`src/rtl/sa_sync_evt_capture_pkg.sv`:
```
// Shared encodings for the synchronized-event capture stage: edge select
// codes, status FSM states and the edge qualification rule.
package sa_sync_evt_capture_pkg;

    typedef enum logic [1:0] {
        EDGE_NONE = 2'b00,
        EDGE_RISE = 2'b01,
        EDGE_FALL = 2'b10,
        EDGE_BOTH = 2'b11
    } edge_sel_e;

    typedef enum logic [1:0] {
        ST_IDLE = 2'b00,
        ST_PEND = 2'b01,
        ST_OVF  = 2'b10
    } state_e;

    function automatic logic edge_qualifies(edge_sel_e sel, logic rising);
        case (sel)
            EDGE_RISE: return rising;
            EDGE_FALL: return !rising;
            EDGE_BOTH: return 1'b1;
            default:   return 1'b0;
        endcase
    endfunction

endpackage

```
`src/rtl/sa_sync_evt_capture_if.sv`:
```
// Control/status bundle between the capture stage and its consumer
// (interrupt aggregation, CSRs, or a control FSM).
interface sa_sync_evt_capture_if #(
    parameter int FILT_W = 4,
    parameter int CNT_W  = 8
);
    logic              sync_in;
    logic [FILT_W-1:0] filt_len;
    logic [1:0]        edge_sel;
    logic              ack;
    logic              lvl_out;
    logic              evt_pulse;
    logic              pending;
    logic              overflow;
    logic [CNT_W-1:0]  evt_cnt;

    modport master (
        output sync_in, filt_len, edge_sel, ack,
        input  lvl_out, evt_pulse, pending, overflow, evt_cnt
    );

    modport slave (
        input  sync_in, filt_len, edge_sel, ack,
        output lvl_out, evt_pulse, pending, overflow, evt_cnt
    );
endinterface

```
`src/rtl/sa_glitch_filter.sv`:
```
// Stability filter: a level change commits only after the new value has been
// sampled filt_len+1 consecutive cycles; commit/rising describe that edge.
module sa_glitch_filter #(
    parameter int FILT_W  = 4,
    parameter bit RST_LVL = 1'b0
) (
    input  logic              clk,
    input  logic              clr_,
    input  logic              sync_in,
    input  logic [FILT_W-1:0] filt_len,
    output logic              lvl,
    output logic              commit,
    output logic              rising
);
    logic              lvl_q, lvl_d;
    logic [FILT_W-1:0] run_q, run_d;

    // NOTE: every output of this block gets a default before the ifs, so no
    // path leaves a signal unassigned and no latch is inferred.
    always_comb begin
        lvl_d  = lvl_q;
        run_d  = '0;
        commit = 1'b0;
        if (sync_in != lvl_q) begin
            if (run_q >= filt_len) begin
                lvl_d  = sync_in;
                commit = 1'b1;
            end else begin
                run_d = run_q + FILT_W'(1);
            end
        end
    end

    always_ff @(posedge clk or negedge clr_) begin
        if (!clr_) begin
            lvl_q <= RST_LVL;
            run_q <= '0;
        end else begin
            lvl_q <= lvl_d;
            run_q <= run_d;
        end
    end

    assign lvl    = lvl_q;
    assign rising = sync_in;

endmodule

```
`src/rtl/sa_sync_evt_capture.sv`:
```
// Event capture downstream of a 2-flop synchronizer: filtered level, edge
// qualification, pending/overflow status FSM and saturating event counter.
module sa_sync_evt_capture
    import sa_sync_evt_capture_pkg::*;
#(
    parameter int FILT_W  = 4,
    parameter int CNT_W   = 8,
    parameter bit RST_LVL = 1'b0
) (
    input  logic                  clk,
    input  logic                  clr_,
    sa_sync_evt_capture_if.slave  bus
);
    localparam logic [CNT_W-1:0] CNT_MAX = '1;

    logic             lvl, commit, rising;
    logic             evt_pulse_q, evt_pulse_d;
    state_e           state_q, state_d;
    logic [CNT_W-1:0] cnt_q, cnt_d;

    sa_glitch_filter #(
        .FILT_W  (FILT_W),
        .RST_LVL (RST_LVL)
    ) u_filter (
        .clk      (clk),
        .clr_     (clr_),
        .sync_in  (bus.sync_in),
        .filt_len (bus.filt_len),
        .lvl      (lvl),
        .commit   (commit),
        .rising   (rising)
    );

    always_comb begin
        evt_pulse_d = commit && edge_qualifies(edge_sel_e'(bus.edge_sel), rising);
    end

    // evt_pulse_q doubles as the internal event strobe; an event in the same
    // cycle as ack wins and restarts the status at one event.
    always_comb begin
        state_d = state_q;
        if (evt_pulse_q) begin
            state_d = (state_q == ST_IDLE || bus.ack) ? ST_PEND : ST_OVF;
        end else if (bus.ack) begin
            state_d = ST_IDLE;
        end
    end

    always_comb begin
        cnt_d = cnt_q;
        if (evt_pulse_q) begin
            if (bus.ack)               cnt_d = CNT_W'(1);
            else if (cnt_q != CNT_MAX) cnt_d = cnt_q + CNT_W'(1);
        end else if (bus.ack) begin
            cnt_d = '0;
        end
    end

    always_ff @(posedge clk or negedge clr_) begin
        if (!clr_) begin
            evt_pulse_q <= 1'b0;
            state_q     <= ST_IDLE;
            cnt_q       <= '0;
        end else begin
            evt_pulse_q <= evt_pulse_d;
            state_q     <= state_d;
            cnt_q       <= cnt_d;
        end
    end

    always_comb begin
        bus.pending  = (state_q != ST_IDLE);
        bus.overflow = (state_q == ST_OVF);
    end

    assign bus.lvl_out   = lvl;
    assign bus.evt_pulse = evt_pulse_q;
    assign bus.evt_cnt   = cnt_q;

endmodule
```
`src/flat_wrapper.sv`:
```
// flat-port wrapper written by rule: the top's interface ports become plain ports
module sa_sync_evt_capture_flat import sa_sync_evt_capture_pkg::*;
#(
    parameter int FILT_W  = 4,
    parameter int CNT_W   = 8,
    parameter bit RST_LVL = 1'b0
)
  (clk, clr_, bus_sync_in, bus_filt_len, bus_edge_sel, bus_ack, bus_lvl_out, bus_evt_pulse, bus_pending, bus_overflow, bus_evt_cnt);
  sa_sync_evt_capture_if #(.FILT_W(FILT_W), .CNT_W(CNT_W)) bus_i ();
  input  logic clk;
  input  logic clr_;
  input wire logic [$bits(bus_i.sync_in)-1:0] bus_sync_in;
  input wire logic [$bits(bus_i.filt_len)-1:0] bus_filt_len;
  input wire logic [$bits(bus_i.edge_sel)-1:0] bus_edge_sel;
  input wire logic [$bits(bus_i.ack)-1:0] bus_ack;
  output wire logic [$bits(bus_i.lvl_out)-1:0] bus_lvl_out;
  output wire logic [$bits(bus_i.evt_pulse)-1:0] bus_evt_pulse;
  output wire logic [$bits(bus_i.pending)-1:0] bus_pending;
  output wire logic [$bits(bus_i.overflow)-1:0] bus_overflow;
  output wire logic [$bits(bus_i.evt_cnt)-1:0] bus_evt_cnt;
  assign bus_i.sync_in = bus_sync_in;
  assign bus_i.filt_len = bus_filt_len;
  assign bus_i.edge_sel = bus_edge_sel;
  assign bus_i.ack = bus_ack;
  assign bus_lvl_out = bus_i.lvl_out;
  assign bus_evt_pulse = bus_i.evt_pulse;
  assign bus_pending = bus_i.pending;
  assign bus_overflow = bus_i.overflow;
  assign bus_evt_cnt = bus_i.evt_cnt;
  sa_sync_evt_capture #(.FILT_W(FILT_W), .CNT_W(CNT_W), .RST_LVL(RST_LVL)) u_core (.clk(clk), .clr_(clr_), .bus(bus_i));
endmodule
```
`config.mk`:
```
export PLATFORM = sky130hd
export DESIGN_NAME = sa_sync_evt_capture_flat
export DESIGN_NICKNAME = d
export VERILOG_FILES = /design/src/rtl/sa_sync_evt_capture_pkg.sv /design/src/rtl/sa_sync_evt_capture_if.sv /design/src/rtl/sa_glitch_filter.sv /design/src/rtl/sa_sync_evt_capture.sv /design/src/flat_wrapper.sv
export SDC_FILE = /design/constraint.sdc
export NUM_CORES = 1
export LEC_CHECK = 0
export ABC_AREA = 1
export BUFFER_PORTS_ARGS = -buffer_cell sky130_fd_sc_hd__buf_2
export CORE_UTILIZATION = 45
export DETAILED_ROUTE_END_ITERATION = 12
export PLACE_DENSITY = 0.68
export RECOVER_POWER = 100
export SLEW_MARGIN = 20
export SYNTH_ARGS = -nofsm -noshare
export SYNTH_HDL_FRONTEND = slang
export SYNTH_SLANG_ARGS = --single-unit
```
`constraint.sdc`:
```
create_clock -name clk -period 2 [get_ports clk]
set_input_delay 0.2 -clock clk [delete_from_list [all_inputs] [get_ports clk]]
set_output_delay 0.2 -clock clk [all_outputs]
set_load 0.01 [all_outputs]
```
==> results.md <==
- Tot GR Track Use: 19.6%
- Worst reg2reg setup slack: 410 ps
- Mapped Area: about 970 um^2
- Net Sw Power: 286 uW
- # resized after CTS: 0
- Final setup violation count: 0
- Die Height: 48.4 um
- Status: finished clean
- Worst-path clk slew: 100 ps
- RSZ-0062 raised after global routing: no
- Setup TNS Final: 0 ps
- CP max-delay cell: dfrtp_1
- Die width: approximately 48 um
- Seq. cell area: between 400 and 500 um^2
- Main synth FF type: dfrtp_1
- # IOs: 22
- Yosys reg bits: 16
- Synth Area in Compound Gates: slightly above 10%
- First-pass GRT wire length: 3630 um
- Critical Path Fanout Max: 7
- Synth Area in XOR/XNOR: about 2.7%
- Power Dens Cells: 763 nW/um^2
- Final ANT Viol Nets: 0
- Starting DRT DRC Count: 17
- Post-synthesis mux area share: 0%
- Yosys top cell area share: 41.4%
- Largest net degree at the start of global routing: 17
- DR vias/cell: 4.88
- Vias in the first global route: 830
- Top post-synthesis cells by count: 34 x nand2_1, 22 x inv_1, 16 x dfrtp_1, 9 x nand3_1, 9 x nor2_1
- Clk sink count: 16
- Hold slack: around 140 ps
- Reg2Reg Launch Point: u_core.bus.evt_cnt[0]
- Critical-path cell list: ha_1, nand2_1, inv_1, nand3_1, nand2_1, o21ai_0
- Post-synth top area cell: dfrtp_1
- Synth Area per Inst: 7.86 um^2
- Gate count of the mapped netlist: 123
- Number of synthesized flops with an enable pin: 0
- CTS HTree Levels: 1
- Final worst-path cycle share: 79.3%
- Seq pwr share: 47.8%
- GRT overflow: 0
- Post-Synth Simple-Gate Area: between 20% and 30%
- Peak VDD IR: 0.458 mV
- Largest family of logic cells by synthesized area: simple AND/OR/NAND/NOR gates
- Detail Placement HPWL: approximately 1500 um
- Count of input and output buffers: 21
- Fmax achieved: 631 MHz
- FFs w/ async S/R, synth: between 90% and 100%
- Leakage: 0.000607 uW
- Period minus WS final: 1590 ps
- Pint: 562 uW
- WHS Endpoint: u_core.u_filter.lvl
- Max stage delay on crit path: 430 ps
- Layout net count: approximately 170
- Fin. Hold Viols: 0
- CTS tree: done
- Cts hold-fix bufs: 1
- Switch share: 33.8%
- Filler cell count: between 200 and 250
- Relative slew slack: 45.1%
- Worst EP required: about 2200 ps
- Ratio of cells with drive above 1 in the final layout: 12.1%
- Post-CTS setup buffers: 0
- Cells on Worst Hold Path: 3
- Synth cell types: 22
- Fin. max-slew vios: 0
- Synth Net Count: 139
- WP data arrival: approximately 1800 ps
- Core Area: 1980 um^2
- Drt drc: 0
- Synth Area in Adders: 7.76%
- Power share of the clock group: 25.5%
- Least-Margin Pin Slew: approximately 800 ps
- CTS buffer count: 3
- Number of core rows: 16
- Layout Area Growth over Synthesis: 15.0%
- Worst hold path class: input pin to register
- Worst hold start: bus_sync_in
- Startpoint types: register
- Max Cap Viol: 0
- Drt wl/cell: between 10 and 15 um
- Clk_lat worst skew: 290 ps
- Diode count: 0
- Most used cell, CP: nand2_1
- Drt pass-1 iters: 4
- Reg2reg path depth: 6
- Via count: 858
- Die area: 2340 um^2
- Top post-synthesis cells by area: dfrtp_1 41%, nand2_1 13%, inv_1 8.5%
- Initial core utilization: 48.8%
- Most frequent cell after synthesis: nand2_1
- Comb pwr share: 26.7%
- Sequential element share of the synthesized area: 41.4%
- Setup crit end kind: register
- Placer Congestion: 0.871
- WL final: 1930 um
- Fin Clk Skew: 1.25 ps
- Clk buf depth: 2
- Area taken by multi-input logic gates: around 450 um^2
- Antenna violations before repair: 0
- Reg2Reg Capture Point: u_core.bus.evt_cnt[3]
- Ys Warns: 0
- Setup CP Type: register to register
- Clk root buf: clkbuf_4
[cell families (layout without fill, tap and decap cells)]
| family | count (synthesis) | after routing |
|---|---|---|
| XOR/XNOR | 3 | 3 |
| AO/OA/AOI/OAI | 15 | 15 |
| AND/OR/NAND/NOR | 60 | 60 |
| flip-flops | 16 | 16 |
| adder cells (fa/ha/maj) | 6 | 6 |
| buffers and inverters | 23 | 49 |
[routing by layer]
| layer | GRT usage (%) | part of all wire, % |
|---|---|---|
| met4 | 6.86 | 0.52 |
| met3 | 3.46 | 5.0 |
| met5 | 0 | 0 |
| met1 | 26.9 | 51 |
| met2 | 31.2 | 44 |
[worst max path at each step]
stage	cells past startpoint	end	startpoint
floorplan	7	u_core.bus.evt_cnt[5]	u_core.bus.evt_cnt[0]
global placement	9	u_core.u_filter.lvl	u_core.u_filter.run_q[0]
detailed placement	9	u_core.u_filter.lvl	u_core.u_filter.run_q[0]
CTS	9	u_core.u_filter.lvl	u_core.u_filter.run_q[0]
global route	7	u_core.bus.evt_cnt[5]	u_core.bus.evt_cnt[1]
finish	6	u_core.bus.evt_cnt[3]	u_core.bus.evt_cnt[0]
[power groups by stage]
stage	Combinational (uW)	Clock, uW	Sequential [uW]
detailed placement	237	0	412
global placement	230	0	410
CTS	240	226	406
finish	226	216	405
floorplan	157	0	411
global route	271	242	413
[worst max-delay path, delay by kind of cell, from the launching register on]
kind,cells,cell delay (ps)
simple gates,3,500
compound gates,1,250
buf+inv,1,80
fa+ha+maj,1,230
flops,1,430
[placed cells by master (no fill, tap or decap)]
cell / n
o21bai_1: 1
nor3_1: 1
o21ai_2: 2
nand3_1: 10
nand2_1: 35
dfrtp_1: 16
clkbuf_8: 1
dlygate4sd3_1: 1
buf_2: 8
o21ai_0: 4
a21oi_1: 4
a22oi_1: 1
clkbuf_1: 13
nor2_4: 1
clkbuf_4: 3
nand4_1: 3
o211ai_1: 1
nand2_2: 1
ha_1: 6
nor2_1: 9
inv_1: 22
a21oi_2: 1
inv_4: 1
xor2_1: 3
a21o_1: 1
[area by class of cell]
cell class / count / area share [%]
multi-input cells: 84 / 40.8
inverters: 23 / 7.99
repair buffers: 22 / 8.89
flip-flops and latches: 16 / 36.0
clock buffers: 4 / 3.26
well taps: 27 / 3.04
[metrics by stage]
| step | area [um^2] | utilization (%) | std cells | worst slack, ps | total power [uW] |
|---|---|---|---|---|---|
| after floorplan | 967 | - | 123 | 720 | 568 |
| after detailed placement | 1110 | 55.8 | 171 | 570 | 649 |
| after global placement | 1110 | 55.8 | 171 | 601 | 641 |
| final | 1110 | 56.1 | 176 | 415 | 848 |
| after global routing | 1110 | 56.1 | 176 | 246 | 925 |
| after CTS | 1150 | 58.1 | 176 | 561 | 872 |
[state kept, by name (all words and copies together), names as in the netlist]
register / cells
u_core.u_filter.lvl: 1
u_core.u_filter.run_q: 4
u_core.state_q: 2
u_core.bus.evt_pulse: 1
u_core.bus.evt_cnt: 8
No activity file was read; power rests on OpenSTA's default activity.
